## src/rtl/latch_load_arbiter.sv

```systemverilog
// Two-requester arbiter feeding a shared latch-loader port: each granted word goes out as
// a low write (addr 0x0) and a high/commit write (addr 0x4), then waits for the loader's busy cycle.
module latch_load_arbiter #(
  parameter int unsigned WIDTH     = 64,
  parameter int unsigned TIMEOUT   = 15,
  parameter int unsigned FIXED_PRI = 0
) (
  input  logic             clk,
  input  logic             rst_n,
  input  logic             req0_valid,
  input  logic [WIDTH-1:0] req0_data,
  output logic             req0_ready,
  input  logic             req1_valid,
  input  logic [WIDTH-1:0] req1_data,
  output logic             req1_ready,
  output logic             done,
  output logic             done_id,
  output logic             err,
  input  logic             err_clr,
  output logic             active,
  output logic             ld_write_req,
  output logic [2:0]       ld_address,
  output logic [31:0]      ld_data,
  input  logic             ld_busy
);

  localparam int unsigned CNT_W = 8;

  typedef enum logic [2:0] {
    S_IDLE,
    S_WR_LO,
    S_WR_HI,
    S_WAIT_BUSY,
    S_WAIT_DONE
  } state_t;

  state_t             r_state;
  state_t             w_state_nxt;
  logic [WIDTH-1:0]   r_hold;
  logic               r_owner;
  logic               r_last;
  logic [CNT_W-1:0]   r_cnt;
  logic               r_err;
  logic               r_done;
  logic               r_done_id;
  logic               r_active;
  logic               r_ld_write_req;
  logic [2:0]         r_ld_address;
  logic [31:0]        r_ld_data;

  logic               w_grant0;
  logic               w_grant1;
  logic               w_can_grant;
  logic               w_accept;
  logic [WIDTH-1:0]   w_sel_data;
  logic               w_timeout;
  logic               w_done_nxt;
  logic               w_ld_wr_nxt;
  logic [2:0]         w_ld_addr_nxt;
  logic [31:0]        w_ld_data_nxt;

  // r_last holds the requester served most recently; the other one wins a tie
  assign w_grant0    = req0_valid & (~req1_valid | (FIXED_PRI != 0) | r_last);
  assign w_grant1    = req1_valid & ~w_grant0;
  assign w_can_grant = (r_state == S_IDLE) & ~ld_busy & rst_n;
  assign req0_ready  = w_can_grant & w_grant0;
  assign req1_ready  = w_can_grant & w_grant1;
  assign w_accept    = req0_ready | req1_ready;
  assign w_sel_data  = w_grant0 ? req0_data : req1_data;

  // Next state plus next values of the registered loader outputs
  always_comb begin
    w_state_nxt   = r_state;
    w_timeout     = 1'b0;
    w_done_nxt    = 1'b0;
    w_ld_wr_nxt   = 1'b0;
    w_ld_addr_nxt = 3'd0;
    w_ld_data_nxt = 32'd0;
    case (r_state)
      S_IDLE:      if (w_accept) w_state_nxt = S_WR_LO;
      S_WR_LO:     w_state_nxt = S_WR_HI;
      S_WR_HI:     w_state_nxt = S_WAIT_BUSY;
      S_WAIT_BUSY: begin
        if (ld_busy) begin
          w_state_nxt = S_WAIT_DONE;
        end else if (r_cnt == CNT_W'(TIMEOUT - 1)) begin
          w_timeout   = 1'b1;
          w_state_nxt = S_IDLE;
        end
      end
      S_WAIT_DONE: begin
        if (!ld_busy) begin
          w_state_nxt = S_IDLE;
          w_done_nxt  = 1'b1;
        end
      end
      default:     w_state_nxt = S_IDLE;
    endcase
    // WR_LO is only entered from IDLE, so the low half comes straight from the granted word
    case (w_state_nxt)
      S_WR_LO: begin
        w_ld_wr_nxt   = 1'b1;
        w_ld_data_nxt = w_sel_data[31:0];
      end
      S_WR_HI: begin
        w_ld_wr_nxt   = 1'b1;
        w_ld_addr_nxt = 3'd4;
        w_ld_data_nxt = 32'(r_hold[WIDTH-1:32]);
      end
      default: ;
    endcase
  end

  always_ff @(posedge clk) begin
    if (!rst_n) begin
      r_state        <= S_IDLE;
      r_hold         <= '0;
      r_owner        <= 1'b0;
      r_last         <= 1'b1;
      r_cnt          <= '0;
      r_err          <= 1'b0;
      r_done         <= 1'b0;
      r_done_id      <= 1'b0;
      r_active       <= 1'b0;
      r_ld_write_req <= 1'b0;
      r_ld_address   <= 3'd0;
      r_ld_data      <= 32'd0;
    end else begin
      r_state        <= w_state_nxt;
      r_active       <= (w_state_nxt != S_IDLE);
      r_ld_write_req <= w_ld_wr_nxt;
      r_ld_address   <= w_ld_addr_nxt;
      r_ld_data      <= w_ld_data_nxt;
      r_done         <= w_done_nxt;
      if (w_done_nxt) r_done_id <= r_owner;
      if (w_accept) begin
        r_hold  <= w_sel_data;
        r_owner <= req1_ready;
        r_last  <= req1_ready;
      end
      if (r_state == S_WR_HI) begin
        r_cnt <= '0;
      end else if ((r_state == S_WAIT_BUSY) && !ld_busy) begin
        r_cnt <= r_cnt + CNT_W'(1);
      end
      // A timeout in the same cycle as a clear leaves the flag set
      if (w_timeout) begin
        r_err <= 1'b1;
      end else if (err_clr) begin
        r_err <= 1'b0;
      end
    end
  end

  assign done         = r_done;
  assign done_id      = r_done_id;
  assign err          = r_err;
  assign active       = r_active;
  assign ld_write_req = r_ld_write_req;
  assign ld_address   = r_ld_address;
  assign ld_data      = r_ld_data;

endmodule

```

## config.mk

```make
export PLATFORM = sky130hd
export DESIGN_NAME = latch_load_arbiter
export DESIGN_NICKNAME = d
export VERILOG_FILES = /design/src/rtl/latch_load_arbiter.sv
export SDC_FILE = /design/constraint.sdc
export NUM_CORES = 1
export LEC_CHECK = 0
export CORE_UTILIZATION = 45
export DETAILED_ROUTE_END_ITERATION = 10
export GPL_TIMING_DRIVEN = 0
export PLACE_DENSITY = 0.86
export SLEW_MARGIN = 20
export SYNTH_ARGS = -nofsm -noshare
export SYNTH_HDL_FRONTEND = slang
export SYNTH_SLANG_ARGS = --single-unit
```

## constraint.sdc

```tcl
create_clock -name clk -period 2.1 [get_ports clk]
set_input_delay 0.42 -clock clk [delete_from_list [all_inputs] [get_ports clk]]
set_output_delay 0.42 -clock clk [all_outputs]
set_load 0.005 [all_outputs]
```

## Word-level counts from Yosys, hierarchy flattened

Index checks and enable logic that the tools add are counted.

| storage, ports and cells | value |
|---|---|
| output and inout port bits | 42 |
| flip-flop bits (word level) | 117 |
| logic and storage cells | 55 |
| input bits | 134 |

| cells by class | value |
|---|---|
| bitwise logic cells | 12 |
| $add $sub $neg | 1 |
| reduce and logical (&&, ||, !) cells | 7 |
| eq/ne operators | 7 |
| mux-type cells | 16 |

Operators by type and width:

| operator | count |
|---|---|
| $mux 64 | 1 |
| $pmux 32 s2 | 1 |
| $mux 3 | 5 |
| $pmux 3 s5 | 1 |
| $eq 3x2->1 const B | 3 |
| $add 8x1->8 const B | 1 |
| $eq 8x4->1 const B | 1 |
| $mux 1 | 8 |
| $and 1x1->1 | 6 |
| $eq 3x1->1 const B | 2 |
| $not 1->1 | 4 |
| $reduce_or 2->1 | 2 |
| $eq 3x3->1 const B | 1 |
| $logic_not 3->1 | 1 |
| $reduce_bool 3->1 | 1 |
| $or 1x1->1 | 2 |
| $reduce_bool 2->1 | 1 |
| $logic_and 1x1->1 | 1 |
| $logic_not 1->1 | 1 |

## Depth between registers and ports, before layout

| depth | value |
|---|---|
| depth in word-level cells | 12 |
| mapped depth | 6 |
| depth with buffers taken out | 6 |

## Worst setup path before layout

No wires, ideal clock.

| timing | value |
|---|---|
| path type | in2out |
| from | in ld_busy |
| to | out req0_ready |
| required time | 1.680 ns |
| setup slack | 0.456 ns |
| arrival | 1.224 ns |
| path buffers | 1 |
| stages | 3 |
| cells stage by stage | or4_4 -> buf_6 -> nor2_1 |

| on the way | value |
|---|---|
| word-level cells in the longest chain between the ends | 4 |

Ends and longest elaborated chain:

| element | RTL line | RTL |
|---|---|---|
| start: declaration | 24 | `input logic ld_busy` |
| $not 1->1 | 65 | `assign w_can_grant = (r_state == S_IDLE) & ~ld_busy & rst_n;` |
| $and 1x1->1 (2 in a row) | 65 |  |
| $and 1x1->1 | 66 | `assign req0_ready = w_can_grant & w_grant0;` |
| end: declaration | 12 | `output logic req0_ready,` |

Every way passes these cells.

## Worst setup path in the final report

| timing | value |
|---|---|
| from | reg r_state[2] |
| to | out req0_ready |

| on the way | value |
|---|---|
| word-level cells in the longest chain between the ends | 4 |

Ends and longest elaborated chain:

| element | RTL line | RTL |
|---|---|---|
| start: declaration | 37 | `state_t r_state;` |
| start signal: assignment | 129 | `r_state <= w_state_nxt;` |
| $logic_not 3->1 | 65 |  |
| $and 1x1->1 (2 in a row) | 65 |  |
| $and 1x1->1 | 66 |  |

Every way passes these cells.

==> out/results.ini <==
[status]
run_status = finished, final reports clean

[route]
drc = 0
wl_um = 10600
dr.pass1.iters = 4
post_drt_wl_per_cell_um = 15.0
drt-vias-per-instance = 5.14
routed-via-count = 3637
detail-route-antenna-nets = 0
drt_first_iter_violations = 71

[grt]
grt_pass1_wl_um = 16600
via_count_of_the_first_global_routing_pass = 3529
grt_start_max_net_pins = 19
grt_remaining_overflow = 0
all_layer_global_routing_usage_pct = 24.5
grt_antenna_before_repair = 0

[place]
post-dp-hpwl_um = 8090
dpl_worst_slack_ns = -0.867
place.gp.congestion = 0.770
placedCellCount = 686
number_of_port_buffers = 173

[worst_hold_path]
min_path_cells = 2
hold_wc_path_type = register to register

[floorplan]
placeableCoreArea_sq_mm = 0.00830
ioPinCount = 176
dieWidth_um = 95.0
floorplan.initialDensity_pct = 46.9
core.rowCount = 33
dieArea_sq_mm = 0.00903
dieHeight_um = 95.0

[timing]
setup_tns_ns = 0
finClkSkew_ns = 0.00915
setup_viol_count_final = 0
setup_ws_ns = 0.0354
max-slew-margin-rel_pct = 53.2
grt_setup_unrepaired = yes
finalCritPeriodShare_pct = 98.3
max_freq_mhz = 484
finalHoldViolCount = 0
fin_crit_ns = 2.06
tightestPinTransition_ns = 0.702
finalMaxSlewViolations = 0
hold_slack_ns = 0.452

[final_layout]
final-instance-count-excl-fill = 708
layout-drive-gt1-share_pct = 12.3
fin_nets = 735
fill_cells = 635
insertedDiodeCount = 0
synthToLayoutAreaGrowth_pct = 57.1

[synth]
yosys.area_share.xor_xnor_pct = 1.58
post_synth_mux_area_share_pct = 17.0
synthesis.area_per_instance_sq_um = 9.56
synth_compound_area_share_pct = 14.4
synth.yosys.seq_area_share_pct = 42.7
ys_types = 40
syn-instance-count = 407
async_flop_share_pct = 0
synth.yosys.warnings = 0
synth_adder_area_share_pct = 0.643
synth_edf_count = 0
synth-seq-cells = 83
synthSimpleGateAreaFrac_pct = 17.9
main_combinational_cell_family_by_area_after_synthesis = simple AND/OR/NAND/NOR gates
synth_flop_cell = sky130_fd_sc_hd__dfxtp_1
syn-cell-area_sq_mm = 0.00389

[setup_path]
path_cells = nand2b_4 -> or4_4 -> nor2_4 -> buf_2
timing_worst_setup_path_type = register to primary output
setup.worst_path.start_class = register
max_stage_delay_cell_worst_path = sky130_fd_sc_hd__or4_4
critical_path.endpoint_type = primary output
cp.arrival_ns = 1.64
worstPathMaxFanout = 3
critical-path-max-stage-delay_ns = 0.53
cp_required_ns = 1.68
ff2ff_path_depth = 6

[clock_network]
cts_root_buf = sky130_fd_sc_hd__clkbuf_8
cts-hold-fix-buffers = 0
clk-insertion-delay-late_ns = 0.34
clock_slew_at_the_register_clock_pins_of_the_worst_setup_and_hold_paths_ns = 0.08
cts.htree.levels = 3
inserted_clock_buffers = 9
tritoncts = built
clockBufferDepth = 2
clock-sinks = 83

[pwr]
power_leakage_uw = 0.00246
irDropWorstVdd_mv = 0.526
pwr_density_mw_per_mm2 = 664

[job]
count_of_maximum_capacitance_violations = 0

==> what timing repair did <==
item                                    4_1_cts  5_1_grt
pin swaps                                     4        2
setup buffers                                 7        2
gates resized for setup                      27        0
endpoints found under the setup margin        2        1
==> state kept, by name, indices dropped and copies added (netlist names), 3 cells and up <==
name / count
r_cnt: 8
r_state: 3
r_hold: 32
ld_data: 32
==> layout make-up <==
class / count / area (sq um) / area share [%]
multi-input combinational: 289 / 2030 / 33.3
clock buffer: 10 / 128 / 2.09
tap: 105 / 131 / 2.15
timing repair buffer: 182 / 1790 / 29.3
inverter: 5 / 18.8 / 0.307
sequential: 83 / 1670 / 27.3
clock inverter: 5 / 150 / 2.45
buffer: 29 / 198 / 3.23
==> metrics by stage <==
stage          power [uW]  util (%)  area, sq um
2_1_floorplan        2090         -         3900
3_3_place_gp         2490      69.4         5760
3_5_place_dp         2510      69.4         5760
4_1_cts              4080      73.5         6100
5_1_grt              4240      73.7         6120
6_report             4060      73.7         6120
==> cell usage in the layout (no fill, tap or decap), types with 2 or more instances in the layout <==
master and count:
sky130_fd_sc_hd__dlygate4sd2_1 2, sky130_fd_sc_hd__dfxtp_1 81, sky130_fd_sc_hd__bufinv_16 5, sky130_fd_sc_hd__clkbuf_1 9, sky130_fd_sc_hd__mux2i_1 66, sky130_fd_sc_hd__and2_1 35
sky130_fd_sc_hd__o21ai_0 15, sky130_fd_sc_hd__buf_6 5, sky130_fd_sc_hd__nand4_1 4, sky130_fd_sc_hd__o21ai_1 19, sky130_fd_sc_hd__xor2_1 6, sky130_fd_sc_hd__conb_1 2
sky130_fd_sc_hd__buf_2 8, sky130_fd_sc_hd__nor2_1 46, sky130_fd_sc_hd__clkbuf_8 9, sky130_fd_sc_hd__nand2_1 35, sky130_fd_sc_hd__a211oi_2 17, sky130_fd_sc_hd__clkdlybuf4s50_1 167
sky130_fd_sc_hd__ha_1 2, sky130_fd_sc_hd__buf_4 16, sky130_fd_sc_hd__a21oi_1 2, sky130_fd_sc_hd__clkdlybuf4s15_2 2, sky130_fd_sc_hd__and3_1 3, sky130_fd_sc_hd__inv_1 4
sky130_fd_sc_hd__a211oi_1 17
==> per-layer routing <==
metal,GRT usage [%],vias to the layer above,wire (um)
met1,27.8,1715,4250
met2,43.9,126,5570
li1,-,1786,-
met3,5.15,10,672
met5,0,-,0
met4,10.7,0,129
==> critical path: cells and delay by family, from the launching register on <==
kind,cells,cell delay [ns]
and+or+nand+nor,3,0.82
DFF,1,0.35
buffers and inverters,1,0.13
==> cells by family after synthesis <==
family                     after synthesis
and+or+nand+nor                        137
DFF                                     83
AOI/OAI and AO/OA                       75
muxes                                   66
buffers and inverters                   36
xor gates and xnor gates                 7
adders and majority gates                2
other                                    1
==> Yosys cell counts, types with 2 or more instances <==
| library cell | count | area [sq um] |
|---|---|---|
| sky130_fd_sc_hd__ha_1 | 2 | 25.0 |
| sky130_fd_sc_hd__and3_1 | 3 | 18.8 |
| sky130_fd_sc_hd__nand2_1 | 35 | 131 |
| sky130_fd_sc_hd__nor2_1 | 47 | 176 |
| sky130_fd_sc_hd__o21ai_1 | 19 | 95.1 |
| sky130_fd_sc_hd__nor4_1 | 2 | 12.5 |
| sky130_fd_sc_hd__a211oi_2 | 17 | 213 |
| sky130_fd_sc_hd__buf_4 | 9 | 67.6 |
| sky130_fd_sc_hd__nand4_1 | 4 | 25.0 |
| sky130_fd_sc_hd__and2_1 | 35 | 219 |
| sky130_fd_sc_hd__buf_2 | 6 | 30.0 |
| sky130_fd_sc_hd__xor2_1 | 6 | 52.6 |
| sky130_fd_sc_hd__clkbuf_1 | 9 | 33.8 |
| sky130_fd_sc_hd__dfxtp_1 | 83 | 1660 |
| sky130_fd_sc_hd__inv_1 | 4 | 15.0 |
| sky130_fd_sc_hd__mux2i_1 | 66 | 661 |
| sky130_fd_sc_hd__buf_6 | 6 | 67.6 |
| sky130_fd_sc_hd__a21oi_1 | 2 | 10.0 |
| sky130_fd_sc_hd__a211oi_1 | 17 | 128 |
| sky130_fd_sc_hd__o21ai_0 | 15 | 75.1 |
==> where the power goes <==
group | switching (uW) | leakage (uW) | internal (uW)
sequential | 41.5 | 0.000679 | 1660
combinational | 306 | 0.00165 | 475
clock | 552 | 0.000137 | 1030
==> final timing paths <==
kind	endpoint	slack, ns	from
worst max-delay path	req0_ready	0.04	r_state[2]$_SDFF_PN0_
worst min-delay path	ld_data[18]$_SDFF_PN0_	0.45	r_hold[50]$_SDFFE_PN0P_
worst max register to register	r_hold[62]$_SDFFE_PN0P_	0.30	r_state[1]$_SDFF_PN0_
worst min register to register	ld_data[18]$_SDFF_PN0_	0.45	r_hold[50]$_SDFFE_PN0P_
No activity file was read; power rests on OpenSTA's default activity.
